==> config.mk <==
export PLATFORM = sky130hd
export DESIGN_NAME = picorv32_mem_copier
export DESIGN_NICKNAME = d
export VERILOG_FILES = /design/src/rtl/picorv32_mem_copier.sv
export SDC_FILE = /design/constraint.sdc
export NUM_CORES = 1
export LEC_CHECK = 0
export BUFFER_PORTS_ARGS = -buffer_cell sky130_fd_sc_hd__buf_4
export CAP_MARGIN = 20
export CORE_ASPECT_RATIO = 2
export CORE_MARGIN = 10
export CORE_UTILIZATION = 55
export DETAILED_ROUTE_END_ITERATION = 8
export PLACE_DENSITY_LB_ADDON = 0.15
export SETUP_SLACK_MARGIN = 0.05
export SYNTH_ARGS = -nofsm -noshare
export SYNTH_HDL_FRONTEND = slang
export SYNTH_SLANG_ARGS = --single-unit
export TNS_END_PERCENT = 100
==> constraint.sdc <==
create_clock -name clk -period 3.64 [get_ports clk]
set_input_delay 0.364 -clock clk [delete_from_list [all_inputs] [get_ports clk]]
set_output_delay 0.364 -clock clk [all_outputs]
set_load 0.05 [all_outputs]
==> src/rtl/picorv32_mem_copier.sv <==
// picorv32_mem_copier: word-by-word memory copy engine mastering the PicoRV32 native bus.
// Ports: clk, resetn | cmd_valid/ready, cmd_src/dst/len | mem_* native bus | busy, done, err.
module picorv32_mem_copier #(
   parameter int LEN_WIDTH = 16,
   parameter int TIMEOUT   = 255
) (
   input  logic                 clk,
   input  logic                 resetn,
   input  logic                 cmd_valid,
   output logic                 cmd_ready,
   input  logic [31:0]          cmd_src,
   input  logic [31:0]          cmd_dst,
   input  logic [LEN_WIDTH-1:0] cmd_len,
   output logic                 mem_valid,
   output logic                 mem_instr,
   input  logic                 mem_ready,
   output logic [31:0]          mem_addr,
   output logic [31:0]          mem_wdata,
   output logic [3:0]           mem_wstrb,
   input  logic [31:0]          mem_rdata,
   output logic                 busy,
   output logic                 done,
   output logic                 err
);

   typedef enum logic [1:0] {
      S_IDLE,
      S_READ,
      S_WRITE,
      S_FINISH
   } state_t;

   localparam bit          TMO_EN   = (TIMEOUT > 0);
   localparam logic [31:0] TMO_LAST = TMO_EN ? 32'(TIMEOUT - 1) : 32'd0;

   state_t r_state;
   state_t w_next;

   logic                 r_mem_valid;
   logic [31:0]          r_mem_addr;
   logic [31:0]          r_mem_wdata;
   logic [3:0]           r_mem_wstrb;
   logic [31:0]          r_src;
   logic [31:0]          r_dst;
   logic [31:0]          r_data;
   logic [31:0]          r_tmo;
   logic [LEN_WIDTH-1:0] r_len;
   logic                 r_err;

   logic w_idle;
   logic w_accept;
   logic w_hs;
   logic w_stall;
   logic w_tmo;
   logic w_last;
   logic w_len_zero;
   logic w_launch;

   assign w_idle     = (r_state == S_IDLE);
   assign cmd_ready  = w_idle & resetn;
   assign w_accept   = cmd_valid & cmd_ready;
   assign w_hs       = r_mem_valid & mem_ready;
   assign w_stall    = r_mem_valid & ~mem_ready;
   // Fires on the stalled cycle that would bring the count up to TIMEOUT.
   assign w_tmo      = TMO_EN && w_stall && (r_tmo == TMO_LAST);
   assign w_last     = (r_len == LEN_WIDTH'(1));
   assign w_len_zero = (cmd_len == '0);

   always_comb begin
      w_next   = r_state;
      w_launch = 1'b0;
      unique case (r_state)
         S_IDLE: begin
            if (w_accept)
               w_next = w_len_zero ? S_FINISH : S_READ;
         end
         S_READ, S_WRITE: begin
            if (w_tmo)
               w_next = S_FINISH;
            else if (w_hs) begin
               if (r_state == S_READ)
                  w_next = S_WRITE;
               else
                  w_next = w_last ? S_FINISH : S_READ;
            end
            // A low mem_valid here is the one-cycle gap after a handshake.
            else if (!r_mem_valid)
               w_launch = 1'b1;
         end
         S_FINISH: w_next = S_IDLE;
         default:  w_next = S_IDLE;
      endcase
   end

   always_ff @(posedge clk) begin
      if (!resetn)
         r_state <= S_IDLE;
      else
         r_state <= w_next;
   end

   always_ff @(posedge clk) begin
      if (!resetn) begin
         r_mem_valid <= 1'b0;
         r_mem_addr  <= '0;
         r_mem_wdata <= '0;
         r_mem_wstrb <= '0;
         r_src       <= '0;
         r_dst       <= '0;
         r_data      <= '0;
         r_tmo       <= '0;
         r_len       <= '0;
         r_err       <= 1'b0;
      end else if (w_accept) begin
         r_src <= {cmd_src[31:2], 2'b00};
         r_dst <= {cmd_dst[31:2], 2'b00};
         r_len <= cmd_len;
         r_err <= 1'b0;
         r_tmo <= '0;
         if (!w_len_zero) begin
            r_mem_valid <= 1'b1;
            r_mem_addr  <= {cmd_src[31:2], 2'b00};
            r_mem_wstrb <= 4'h0;
         end
      end else if (w_tmo) begin
         r_mem_valid <= 1'b0;
         r_err       <= 1'b1;
         r_tmo       <= '0;
      end else if (w_hs) begin
         r_mem_valid <= 1'b0;
         r_tmo       <= '0;
         if (r_state == S_READ)
            r_data <= mem_rdata;
         else begin
            r_src <= r_src + 32'd4;
            r_dst <= r_dst + 32'd4;
            r_len <= r_len - LEN_WIDTH'(1);
         end
      end else if (w_launch) begin
         r_mem_valid <= 1'b1;
         if (r_state == S_READ) begin
            r_mem_addr  <= r_src;
            r_mem_wstrb <= 4'h0;
         end else begin
            r_mem_addr  <= r_dst;
            r_mem_wdata <= r_data;
            r_mem_wstrb <= 4'hF;
         end
      end else if (w_stall && TMO_EN) begin
         r_tmo <= r_tmo + 32'd1;
      end
   end

   assign mem_valid = r_mem_valid;
   assign mem_instr = 1'b0;
   assign mem_addr  = r_mem_addr;
   assign mem_wdata = r_mem_wdata;
   assign mem_wstrb = r_mem_wstrb;
   assign busy      = ~w_idle;
   assign done      = (r_state == S_FINISH);
   assign err       = r_err;

endmodule

* Yosys cells after proc, flatten, opt, wreduce, memory -nomap -nowiden *
Cells that the tools add are included.

word-level totals
  register bits = 216
  input port bits = 116
  word-level logic and storage cells = 97

cells by class
  add/subtract/negate cells = 4
  eq/ne operators = 11
  mux-type cells = 40
  bitwise logic cells = 12
  reduce and logical (&&, ||, !) cells = 17

operators by type and width
  kind                                                  number
  two-way mux 32 bit                                    14
  adder 32 x 3 -> 32 bit, second input constant         2
  two-way mux 16 bit                                    4
  adder 32 x 1 -> 32 bit, second input constant         1
  equality test 32 x 8 -> 1 bit, second input constant  1
  two-way mux 4 bit                                     6
  equality test 16 x 1 -> 1 bit, second input constant  1
  logical NOT 16 bit                                    1
  subtractor 16 x 1 -> 16 bit, second input constant    1
  two-way mux 2 bit                                     6
  two-way mux 1 bit                                     9
  inequality test 2 bit, second input constant          4
  inverter 1 bit                                        8
  AND reduction 4 bit                                   2
  case mux 2 bit (3 select lines)                       1
  AND reduction 2 bit                                   3
  AND reduction 3 bit                                   2
  AND reduction 5 bit                                   1
  AND 1 bit                                             4
  equality test 2 bit, second input constant            2
  nonzero test 2 bit                                    2
  nonzero test 4 bit                                    1
  OR reduction 2 bit                                    2
  OR reduction 4 bit                                    1
  5 further kinds                                       5

* Depth between registers and ports, before layout *
Gate-level depths: netlist of run 1.

  depth in word-level cells = 9
  mapped depth = 10
  depth with buffers taken out = 7

* Worst setup path after synthesis of run 1 *
OpenSTA, ideal clock, no wires.

  path type = input-to-output
  from = input port resetn
  to = output port cmd_ready
  arrival time = 1,870 ps
  data required time = 3,276 ps
  slack = 1,406 ps
  cell stages on the path = 5
  buffers on the path = 3
  cell sequence = clkbuf_1 clkinv_1 clkbuf_1 clkbuf_1 nor2_1

between the ends
  word-level cells in the longest chain between the ends = 1

RTL lines
  element             line  text
  start: declaration  8     input logic resetn,
  AND 1 bit           60    assign cmd_ready = w_idle & resetn;
  end: declaration    10    output logic cmd_ready,

No other way between the ends.

* Final worst setup path of run 1 *
  from = register r_state[0]
  to = register r_len[13]

between the ends
  word-level cells in the longest chain between the ends = 5

RTL lines
  element                                                                              line  text
  start: declaration                                                                   36    state_t r_state;
  start signal: assignment                                                             99    r_state <= w_next;
  logical NOT 2 bit                                                                    59    assign w_idle = (r_state == S_IDLE);
  AND 1 bit                                                                            60
  AND 1 bit                                                                            61    assign w_accept = cmd_valid & cmd_ready;
  inequality test 2 bit (no source line) / nonzero test 2 bit (equally long branches)  --
  AND reduction 3 bit (no source line)                                                 --
  end signal: assignment                                                               117   r_len <= cmd_len;
  end signal: assignment                                                               137   r_len <= r_len - LEN_WIDTH'(1);
  end: declaration                                                                     47    logic [LEN_WIDTH-1:0] r_len;

Parallel ways exist; a longest one is shown, timed or not.
A chain may end at the register's enable or synchronous reset.

==> qor.txt, run 1 <==
==========================================================================================
Top-area cell type share of the netlist area                                         0.394
Die width                                                                           118 um
Average wire per cell in the routed design                                         18.0 um
Post-CTS resize count                                                                    0
Count of unique library cells instantiated by Yosys                                     75
Most crowded layer after global routing                                               met2
Outcome                                                                       finished clean
Ordered cell list for the critical path                                       inv_1 -> ha_1 -> and3_4 -> o21ai_4 -> buf_12 -> a21oi_1 -> o221a_2
R2R cell count                                                                           7
Crit path largest cell delay                                                       0.86 ns
Reg-to-reg slack, setup                                                            0.89 ns
Reg2reg end                                                                      r_len[13]
Final core utilization                                                               0.667
Setup repair after global routing missed its margin                                  false
Worst hold path type                                                             in -> reg
Critical path class                                                             reg -> reg
Fin. Hold Viols                                                                          0
Number of buffers on the longest clock path                                              3
Met2 global-route usage                                                              0.434
Beginning of the critical path                                                  r_state[0]
Count of flip-flops with a built-in enable after synthesis                               0
Reg-to-reg critical path startpoint                                             r_state[0]
Sw power                                                                           3.14 mW
Largest family of logic cells by synthesized area                             simple AND/OR/NAND/NOR gates
Number of setup buffers added after CTS                                                  0
Largest cells by area after synthesis                                         sky130_fd_sc_hd__dfxtp_1, sky130_fd_sc_hd__nand2_1, sky130_fd_sc_hd__a21oi_1, sky130_fd_sc_hd__mux2i_1, sky130_fd_sc_hd__nor2_1
Cell accounting for the most synthesized area                                 sky130_fd_sc_hd__dfxtp_1
H-Tree Level Count                                                                       1
Overall power of the completed layout                                              7.73 mW
# setup viols final                                                                      0
Syn_area_per_cell                                                               7.74 sq um
Async set-or-reset flop fraction in the synthesized netlist                              0
Antenna diode count                                                                      0
Final layout net count                                                                1610
Slew @ Worst Pin                                                                   1.05 ns
Type of element capturing the critical path                                           flop
Hold-fix buffers at CTS                                                                  0
Filler cells                                                                          1689
Area fraction in compound gates after synthesis                                      0.217
Global placer's final weighted congestion                                            0.937
Portion of netlist area occupied by mux cells                                       0.0373
Met3 routing resource usage after global routing                                    0.0531
Die span in y                                                                       215 um
Initial antenna violation count                                                          0
Synthesized instance count                                                            1357
Critical Path Start Type                                                              flop
Top FF cell, synth                                                            sky130_fd_sc_hd__dfxtp_1
Sequential element share of the synthesized area                                     0.394
Total number of vias                                                                 10300
Slowest CP cell                                                               sky130_fd_sc_hd__o21ai_4
Fraction of final layout cells sized beyond drive strength 1                         0.186
Worst vdd rail ir drop                                                          0.000520 V
Core Region                                                                    18800 sq um
Crit path required time                                                            4.03 ns
CTS root buf                                                                  sky130_fd_sc_hd__clkbuf_16
Combinational fraction of design power                                               0.389
Share of synthesized cell area in full adder, half adder and majority cells         0.0131
Cell Pwr Density                                                               616 nW/um^2
End point of the most critical hold path                                         r_src[30]
Internal power                                                                     4.60 mW
Xor and xnor fraction of the mapped netlist area                                    0.0250
Hold_ws                                                                          0.0990 ns
Clock period minus worst slack                                                     2.75 ns
Site Rows                                                                               71
Combined area of all synthesized cells                                         10500 sq um
Area growth syn-to-layout                                                            19.6%
Total clock buffers created by CTS                                                      19
Final Cycle Share                                                                    0.756
I/O Pins                                                                               190
Global route overflow                                                                    0
Yosys warns                                                                              0
Critical-path maximum fanout                                                            38
GRT Total Usage                                                                      0.237
Peak Freq                                                                        0.363 GHz
Clock latency at the later pin of the worst-skew pair                              0.50 ns
DRC violation count after routing                                                        0
CTS sink count                                                                         207
Slew Limit Headroom                                                                  0.297
Initial DRC count                                                                      587
Clock tree from TritonCTS                                                              yes
Effective utilization at floorplan                                                   0.558
Clock slew at the register clock pins of the worst setup and hold paths            0.07 ns
Number of synthesized register bits                                                    207
Startpoint of the most critical hold path                                      cmd_src[30]
Max-cap violations                                                                       0
Pin count of the biggest net entering global routing                                    89
Die area                                                                       25400 sq um
Wire length of the first global-routing pass                                      51200 um
Data arrival time of the critical path                                             3.14 ns
Hpwl dp                                                                           22300 um
Final Slew Violations                                                                    0
Final TNS setup                                                                       0 ns
Ratio of routed vias to standard cells                                                5.91
PortBufs                                                                               182
Synth Area in Simple Gates                                                           0.263
Switching portion of total power                                                     0.406
Share of power burned in the clock network                                           0.248
Number of global-route vias before repair                                            10200
WL final                                                                          31400 um
Post-Route Skew                                                                  0.0136 ns
DR pass1 iterations                                                                      6
Static leakage                                                                     4.62 nW
Cell count of the worst hold path                                                        3
Grt met1 use                                                                         0.245
Antenna Nets Post-Route                                                                  0
Flop pwr share                                                                       0.363
==========================================================================================
-- layer usage --
| layer | vias up | part of all wire | routed length [um] |
|---|---|---|---|
| met5 | - | 0 | 0 |
| met2 | 360 | 0.53 | 16600 |
| met3 | 97 | 0.069 | 2190 |
| li1 | 5048 | - | - |
| met1 | 4821 | 0.35 | 11100 |
| met4 | 0 | 0.049 | 1550 |
-- synthesized netlist by cell type, types with 4 or more instances --
library cell	number
sky130_fd_sc_hd__nand4_1	33
sky130_fd_sc_hd__o21ai_0	64
sky130_fd_sc_hd__ha_1	11
sky130_fd_sc_hd__o22ai_1	13
sky130_fd_sc_hd__o21a_1	6
sky130_fd_sc_hd__nor3_1	33
sky130_fd_sc_hd__a21oi_1	168
sky130_fd_sc_hd__clkbuf_1	69
sky130_fd_sc_hd__o31a_1	5
sky130_fd_sc_hd__nand3_1	41
sky130_fd_sc_hd__xnor2_1	6
sky130_fd_sc_hd__a21o_1	7
sky130_fd_sc_hd__a22oi_1	10
sky130_fd_sc_hd__and3_1	20
sky130_fd_sc_hd__buf_4	6
sky130_fd_sc_hd__nor2_1	95
sky130_fd_sc_hd__a22o_1	4
sky130_fd_sc_hd__o41ai_1	5
sky130_fd_sc_hd__a31oi_1	13
sky130_fd_sc_hd__mux2i_1	38
sky130_fd_sc_hd__o31ai_1	10
sky130_fd_sc_hd__a211oi_1	11
sky130_fd_sc_hd__o221a_2	6
sky130_fd_sc_hd__nor4_1	14
sky130_fd_sc_hd__nand2_1	284
sky130_fd_sc_hd__nor2_4	20
sky130_fd_sc_hd__xor2_1	24
sky130_fd_sc_hd__and2_1	10
sky130_fd_sc_hd__a32o_1	5
sky130_fd_sc_hd__or4_1	5
sky130_fd_sc_hd__buf_2	6
sky130_fd_sc_hd__inv_1	13
sky130_fd_sc_hd__a311oi_1	7
sky130_fd_sc_hd__or3_1	4
sky130_fd_sc_hd__dfxtp_1	207
sky130_fd_sc_hd__o211ai_1	16
sky130_fd_sc_hd__buf_1	13
-- through the flow --
step / worst slack, ns / area, sq um / instances
2_1_floorplan: 1.41 / 10500 / 1359
3_3_place_gp: 0.889 / 12000 / 1717
3_5_place_dp: 0.885 / 12000 / 1717
4_1_cts: 0.926 / 12600 / 1748
5_1_grt: 0.721 / 12600 / 1748
6_report: 0.888 / 12600 / 1748
-- sequential cells by signal (all words and copies together), names as in the netlist --
| name | cells |
|---|---|
| r_state | 2 |
| r_tmo | 32 |
| err | 1 |
| mem_wdata | 32 |
| mem_addr | 30 |
| r_dst | 30 |
| r_data | 32 |
| r_src | 30 |
| mem_wstrb | 1 |
| r_len | 16 |
| mem_valid | 1 |
-- critical path: cells and delay by family (launching register included) --
kind                       cells  cell delay (ns)
AOI/OAI and AO/OA              3             1.20
adders and majority gates      1             0.29
buffers and inverters          2             0.38
DFF                            1             0.42
and+or+nand+nor                1             0.35
-- final cells by class --
type	instances	area, sq um	area share
flip-flops and latches	207	4140	0.330
repair buffers	203	1560	0.124
clock buffers	27	556	0.0442
well taps	255	319	0.0254
clock inverters	4	20.0	0.00159
multi-input cells	1038	5910	0.470
inverters	14	55.1	0.00438
-- layout by cell type, fill, tap and decap left out, types with 31 or more instances in the layout --
master / instances
sky130_fd_sc_hd__nand2_1: 284
sky130_fd_sc_hd__buf_4: 200
sky130_fd_sc_hd__nand4_1: 33
sky130_fd_sc_hd__mux2i_1: 38
sky130_fd_sc_hd__nand3_1: 40
sky130_fd_sc_hd__nor3_1: 31
sky130_fd_sc_hd__a21oi_1: 167
sky130_fd_sc_hd__nor2_1: 95
sky130_fd_sc_hd__o21ai_0: 64
sky130_fd_sc_hd__dfxtp_1: 207
-- power by group through the flow --
stage               clock network [mW]  logic, mW  registers (mW)
finish                            1.92       3.01            2.81
global route                      2.05       3.29            2.84
CTS                               1.95       3.01            2.79
detailed placement                   0       3.00            2.84
global placement                     0       2.96            2.83
floorplan                            0       1.97            3.02
-- worst max-delay path by stage --
stage	cells after the start	end
after floorplan	5	cmd_ready
after global placement	7	r_len[7]
after detailed placement	7	r_len[7]
after CTS	7	r_len[13]
after global routing	8	r_len[3]
final	7	r_len[13]
-- kinds of logic after synthesis --
| kind of cell | after synthesis |
|---|---|
| simple gates | 581 |
| compound gates | 374 |
| flops | 207 |
| buf+inv | 114 |
| mux | 39 |
| xor+xnor | 30 |
| fa+ha+maj | 11 |
| other cells | 1 |
Note: power is estimated with default switching activity, not from simulation.
==> run 2: changes to the inputs <==
==> constraint.sdc (replaced) <==
create_clock -name clk -period 2.65 [get_ports clk]
set_input_delay 0.265 -clock clk [delete_from_list [all_inputs] [get_ports clk]]
set_output_delay 0.265 -clock clk [all_outputs]
set_load 0.05 [all_outputs]
==> run 2 against run 1 <==
  * Largest power group unchanged
  * Via count rose by 3.0%
  * Non-clock buffer count rose by 22
  * Die area did not move
  * Highest routed layer unchanged
  * Critical path depth down 1
  * Combinational power up 43%
  * Largest cell class unchanged
==> qor.txt, run 2 (synthesis results as in run 1) <==
======================================================================================
Clock period minus worst slack                                                 2.25 ns   -0.500 ns
Final layout net count                                                            1633   +1.4%
Pin count of the biggest net entering global routing                                87   -2.2%
Post-CTS resize count                                                                0   unchanged
Initial antenna violation count                                                      0   unchanged
Placed cell count                                                                 1738   +1.2%
Number of global-route vias before repair                                        10600   +3.8%
Final Slew Violations                                                                0   unchanged
Critical Path Start Type                                                          flop
GRT Total Usage                                                                  0.240   +0.00243
Number of buffers on the longest clock path                                          3   unchanged
Worst vdd rail ir drop                                                      0.000645 V   +24%
Core Region                                                                18800 sq um   unchanged
DR pass1 iterations                                                                  6   unchanged
Die area                                                                   25400 sq um   unchanged
Total number of vias                                                             10600   +3.0%
Max-cap violations                                                                   0   unchanged
H-Tree Level Count                                                                   1   unchanged
Site Rows                                                                           71   unchanged
WL final                                                                      32200 um   +2.4%
Static leakage                                                                 4.81 nW   +4.1%
Global route overflow                                                                0   unchanged
Clock tree from TritonCTS                                                          yes
Setup repair after global routing missed its margin                              false
Antenna Nets Post-Route                                                              0   unchanged
Footprint of the multi-input gates                                          5910 sq um   unchanged
Number of setup buffers added after CTS                                              0   unchanged
Data arrival time of the critical path                                         2.68 ns   -0.46 ns
Fraction of final layout cells sized beyond drive strength 1                     0.199   +0.0133
Die width                                                                       118 um   unchanged
Peak Freq                                                                    0.444 GHz   +22%
Placed standard-cell area                                                  12200 sq um   +1.8%
CTS sink count                                                                     207   unchanged
Wire length of the first global-routing pass                                  51800 um   +1.2%
Ordered cell list for the critical path                                   ha_1 -> nand3_1 -> or4_4 -> or2_1 -> o31a_1 -> o211ai_1
Post-Route Skew                                                              0.0200 ns   +0.00644 ns
# setup viols final                                                                  0   unchanged
Slowest CP cell                                                           sky130_fd_sc_hd__or4_4
Worst hold path type                                                         in -> reg
I/O Pins                                                                           190   unchanged
Commonest cells after routing, fill and taps aside                        sky130_fd_sc_hd__nand2_1, sky130_fd_sc_hd__buf_4, sky130_fd_sc_hd__dfxtp_1, sky130_fd_sc_hd__a21oi_1, sky130_fd_sc_hd__nor2_1
Clock latency at the later pin of the worst-skew pair                          0.50 ns   about the same
Outcome                                                                   finished clean
Fin area                                                                   12900 sq um   +2.9%
Hold-fix buffers at CTS                                                              1   +1
Ratio of routed vias to standard cells                                            5.99   +1.4%
Average wire per cell in the routed design                                     18.2 um   +0.91%
Switching portion of total power                                                 0.393   -0.0123
Fin. Hold Viols                                                                      0   unchanged
Slew @ Worst Pin                                                              0.871 ns   -0.175 ns
Clock slew at the register clock pins of the worst setup and hold paths        0.07 ns   about the same
Post-layout instance count excluding filler cells                                 1774   +1.5%
CTS root buf                                                              sky130_fd_sc_hd__clkbuf_16
Hold_ws                                                                     0.00955 ns   -0.0895 ns
Worst-case setup slack after placement                                        0.414 ns   -0.471 ns
Global placer's final weighted congestion                                        0.923   -1.5%
Internal power                                                                 6.83 mW   +49%
Sw power                                                                       4.43 mW   +41%
Final worst slack                                                             0.398 ns   -0.490 ns
Slew Limit Headroom                                                              0.417   +0.120
Cell Pwr Density                                                           871 nW/um^2   +41%
Reg-to-reg slack, setup                                                        0.40 ns   -0.49 ns
Final Cycle Share                                                                0.850   +0.0939
Critical-path maximum fanout                                                         6   -84%
Crit path required time                                                        3.08 ns   -0.95 ns
Initial DRC count                                                                  540   -8.0%
DRC violation count after routing                                                    0   unchanged
Storage element area                                                        4140 sq um   unchanged
Flop pwr share                                                                   0.342   -0.021
PortBufs                                                                           182   unchanged
Antenna diode count                                                                  0   unchanged
Most frequent standard cell in the layout excluding fill and tap cells    sky130_fd_sc_hd__nand2_1
Critical path class                                                         reg -> reg
Crit path largest cell delay                                                   0.62 ns   -0.24 ns
Area growth syn-to-layout                                                        23.1%
Hpwl dp                                                                       23000 um   +3.4%
Filler cells                                                                      1573   -6.9%
Effective utilization at floorplan                                               0.558   unchanged
Share of power burned in the clock network                                       0.275   +0.027
Combinational fraction of design power                                           0.383   -0.006
Final TNS setup                                                                   0 ns   unchanged
Total clock buffers created by CTS                                                  20   +1
Die span in y                                                                   215 um   unchanged
Type of element capturing the critical path                                       flop
======================================================================================
-- run 2: final cells by class --
type,instances,share of cell area
Multi-Input combinational cell,1038,0.457
Clock inverter,4,0.00629
Inverter,14,0.00426
Clock buffer,31,0.0490
Sequential cell,207,0.320
Tap cell,255,0.0247
Timing Repair Buffer,225,0.139
-- run 2: power by group through the flow --
stage               sequential [mW]  combinational [mW]  clock (mW)
floorplan                      4.14                2.71           0
global route                   3.90                4.67        3.28
detailed placement             3.91                4.29           0
global placement               3.89                4.22           0
finish                         3.85                4.31        3.10
CTS                            3.84                4.31        3.14
-- run 2: stage by stage --
stage / power, mW / util
2_1_floorplan: 6.85 / -
3_3_place_gp: 8.11 / 0.648
3_5_place_dp: 8.20 / 0.648
4_1_cts: 11.3 / 0.687
5_1_grt: 11.8 / 0.687
6_report: 11.3 / 0.687
-- run 2: critical path: cells and delay by family, from the launching register on --
kind | cells | cell delay [ns]
AOI/OAI and AO/OA | 2 | 0.45
adders and majority gates | 1 | 0.23
and+or+nand+nor | 3 | 1.09
DFF | 1 | 0.41
-- run 2: path summary, 6_finish.rpt --
check                           cells past startpoint       endpoint          start
worst max-delay path                                6      r_src[30]       r_src[2]
worst min-delay path                                3     r_data[25]  mem_rdata[25]
worst max register to register                      6      r_src[30]       r_src[2]
worst min register to register                      2  mem_wdata[20]     r_data[20]
-- run 2: routing by layer --
metal,GRT usage,share of wire,up-vias
met4,0.140,0.058,0
met2,0.444,0.52,412
met3,0.0601,0.070,114
met5,0,0,-
li1,-,-,5110
met1,0.233,0.35,4995
==> run 3: changes to the inputs <==
--- a/config.mk
+++ b/config.mk
@@ -5,6 +5,7 @@
 export SDC_FILE = /design/constraint.sdc
 export NUM_CORES = 1
 export LEC_CHECK = 0
+export ABC_AREA = 1
 export BUFFER_PORTS_ARGS = -buffer_cell sky130_fd_sc_hd__buf_4
 export CAP_MARGIN = 20
 export CORE_ASPECT_RATIO = 2
==> constraint.sdc (replaced) <==
create_clock -name clk -period 2.3 [get_ports clk]
set_input_delay 0.23 -clock clk [delete_from_list [all_inputs] [get_ports clk]]
set_output_delay 0.23 -clock clk [all_outputs]
set_load 0.05 [all_outputs]
==> run 3 against run 2 <==
  * Routed wire length grew 17%
  * Register-to-register slack lost 0.16 ns
  * Combinational power grew 7.2%
  * Maximum frequency grew 9.1%
  * Critical path depth grew 3
  * Utilization grew 0.12 points
  * Worst setup slack lost 0.16 ns
  * Critical path type unchanged
  * Critical endpoint is now r_dst[21]
==> qor.txt, run 3 <==
======================================================================================
CTS sink count                                                                     207   unchanged
Static leakage                                                                 5.49 nW   +14%
Placed cell count                                                                 2082   +20%
Cell count of the worst hold path                                                    3   unchanged
Worst vdd rail ir drop                                                      0.000801 V   +24%
Initial DRC count                                                                  798   +48%
Wire length of the first global-routing pass                                  58600 um   +13%
Clock latency at the later pin of the worst-skew pair                          0.51 ns   about the same
Most frequent standard cell in the layout excluding fill and tap cells    sky130_fd_sc_hd__nand2_1
Number of setup buffers added after CTS                                              0   unchanged
H-Tree Level Count                                                                   1   unchanged
Reg-to-reg slack, setup                                                        0.24 ns   -0.16 ns
# setup viols final                                                                  0   unchanged
Clock slew at the register clock pins of the worst setup and hold paths        0.07 ns   about the same
R2R cell count                                                                       9   +3
PortBufs                                                                           182   unchanged
Critical-path maximum fanout                                                         5   -1
Post-Route Skew                                                              0.0175 ns   -0.00249 ns
Slew @ Worst Pin                                                              0.588 ns   -0.283 ns
Die area                                                                   26800 sq um   +5.8%
Area growth syn-to-layout                                                        22.8%
Top-area cell type share of the netlist area                                     0.370   -0.0247
Yosys warns                                                                          0   unchanged
Critical Path Start Type                                                          flop
Ratio of routed vias to standard cells                                            5.61   -6.3%
Total number of vias                                                             12100   +13%
Hpwl dp                                                                       26900 um   +17%
Data arrival time of the critical path                                         2.47 ns   -0.21 ns
Count of unique library cells instantiated by Yosys                                 43   -43%
Type of element capturing the critical path                                       flop
Crit path required time                                                        2.71 ns   -0.37 ns
End point of the most critical hold path                                      r_dst[3]
Slew Limit Headroom                                                              0.608   +0.191
Cell Pwr Density                                                           925 nW/um^2   +6.2%
Leading cell types by count after synthesis                               sky130_fd_sc_hd__nand2_1, sky130_fd_sc_hd__dfxtp_1, sky130_fd_sc_hd__nor2_1
I/O Pins                                                                           190   unchanged
Fin. Hold Viols                                                                      0   unchanged
Global placer's final weighted congestion                                        0.963   +4.3%
Initial antenna violation count                                                      0   unchanged
Outcome                                                                   finished clean
Fraction of final layout cells sized beyond drive strength 1                     0.150   -0.0488
Number of buffers on the longest clock path                                          3   unchanged
Post-layout instance count excluding filler cells                                 2149   +21%
Die span in y                                                                   222 um   +3.0%
Number of global-route vias before repair                                        11700   +10%
Worst hold path type                                                         in -> reg
Peak Freq                                                                    0.484 GHz   +9.1%
Commonest cells after routing, fill and taps aside                        sky130_fd_sc_hd__nand2_1, sky130_fd_sc_hd__dfxtp_1, sky130_fd_sc_hd__buf_4, sky130_fd_sc_hd__nor2_1
Number of synthesized register bits                                                207   unchanged
Syn_area_per_cell                                                           6.58 sq um   -15%
Cell accounting for the most synthesized area                             sky130_fd_sc_hd__dfxtp_1
Antenna Nets Post-Route                                                              0   unchanged
Cell with the most instances after synthesis                              sky130_fd_sc_hd__nand2_1
Final core utilization                                                           0.688   +0.00125
Critical path class                                                         reg -> reg
Startpoint of the most critical hold path                                   cmd_dst[3]
Setup repair after global routing missed its margin                              false
DRC violation count after routing                                                    0   unchanged
Final Cycle Share                                                                0.898   +0.0477
Clock period minus worst slack                                                 2.06 ns   -0.188 ns
Site Rows                                                                           73   +2.8%
WL final                                                                      37600 um   +17%
Effective utilization at floorplan                                               0.560   +0.00240
Die width                                                                       121 um   +2.7%
Combined area of all synthesized cells                                     11200 sq um   +6.7%
Count of flip-flops with a built-in enable after synthesis                           0   unchanged
Final layout net count                                                            1999   +22%
Pin count of the biggest net entering global routing                               118   +36%
Largest cells by area after synthesis                                     sky130_fd_sc_hd__dfxtp_1, sky130_fd_sc_hd__nand2_1, sky130_fd_sc_hd__o21ai_0, sky130_fd_sc_hd__a21oi_1, sky130_fd_sc_hd__nor2_1
Final TNS setup                                                                   0 ns   unchanged
GRT Total Usage                                                                  0.265   +0.0251
Global route overflow                                                                0   unchanged
Clock tree from TritonCTS                                                          yes
Antenna diode count                                                                  0   unchanged
DR pass1 iterations                                                                  5   -1
Sequential element share of the synthesized area                                 0.370   -0.0247
Reg-to-reg critical path startpoint                                           r_dst[2]
Core Region                                                                20000 sq um   +6.2%
Synthesized instance count                                                        1702   +25%
Max-cap violations                                                                   0   unchanged
Final Slew Violations                                                                0   unchanged
Average wire per cell in the routed design                                     17.5 um   -3.6%
Top FF cell, synth                                                        sky130_fd_sc_hd__dfxtp_1
Total clock buffers created by CTS                                                  21   +5.0%
Reg2reg end                                                                  r_dst[21]
Async set-or-reset flop fraction in the synthesized netlist                          0   unchanged
CTS root buf                                                              sky130_fd_sc_hd__clkbuf_16
======================================================================================
run 3: per-layer routing:
metal / share of wire / vias to the layer above / routed length, um / GRT usage
met3: 0.057 / 111 / 2150 / 0.0462
met4: 0.060 / 0 / 2270 / 0.160
li1: - / 5941 / - / -
met5: 0 / - / 0 / 0
met2: 0.54 / 401 / 20300 / 0.502
met1: 0.34 / 5613 / 12900 / 0.251
run 3: worst max path at each step:
stage	cells past startpoint	slack (ns)	start	end
after floorplan	11	0.45	mem_valid	r_tmo[22]
after global placement	12	0.31	r_state[0]	r_dst[14]
after detailed placement	12	0.25	r_state[0]	r_dst[14]
after CTS	12	0.25	r_state[0]	r_dst[11]
after global routing	12	0.07	r_state[0]	r_src[23]
final	9	0.24	r_dst[2]	r_dst[21]
run 3: report_power, final:
part / internal [mW] / switching [mW]
Clock: 2.05 / 1.49
Sequential: 4.12 / 0.442
Combinational: 1.49 / 3.14
Total: 7.65 / 5.07
run 3: worst max-delay path: stages, from the launching register on:
cell	delay, ns
sky130_fd_sc_hd__dfxtp_1	0.41
sky130_fd_sc_hd__nand3_2	0.16
sky130_fd_sc_hd__nor2_2	0.21
sky130_fd_sc_hd__nand2_1	0.12
sky130_fd_sc_hd__nor2_2	0.29
sky130_fd_sc_hd__nand2_1	0.13
sky130_fd_sc_hd__o21ai_0	0.37
sky130_fd_sc_hd__nand2_1	0.08
sky130_fd_sc_hd__o21ai_0	0.15
sky130_fd_sc_hd__nor2_1	0.05
run 3: cell families after synthesis:
kind of cell / count (synthesis) / share of synthesized area
and+or+nand+nor: 774 / 0.294
DFF: 207 / 0.370
other: 1 / 0.000335
AOI/OAI and AO/OA: 403 / 0.194
adders and majority gates: 11 / 0.0123
buffers and inverters: 271 / 0.102
xor gates and xnor gates: 35 / 0.0274
run 3: what timing repair did:
action,4_1_cts,5_1_grt
hold buffers,28,0
hold endpoints to repair,28,0
gates resized for setup,0,1
endpoints found under the setup margin,0,1
run 3: per-stage QoR:
stage | power [mW] | area (sq um) | setup slack (ns) | hold slack [ns]
3_3_place_gp | 9.03 | 12800 | 0.309 | 0.434
3_5_place_dp | 9.12 | 12800 | 0.247 | 0.438
6_report | 12.7 | 13800 | 0.235 | 0.00209
4_1_cts | 12.7 | 13700 | 0.254 | 0.000524
2_1_floorplan | 7.75 | 11200 | 0.453 | 0.390
5_1_grt | 13.4 | 13800 | 0.0725 | 0.0164
run 3: cell type report:
class                      count  area [sq um]
fill                        1824          6240
multi-input combinational   1226          5940
sequential                   207          4140
timing repair buffer         242          2000
inverter                     174           653
clock buffer                  30           599
tap                          262           328
clock inverter                 8          97.6
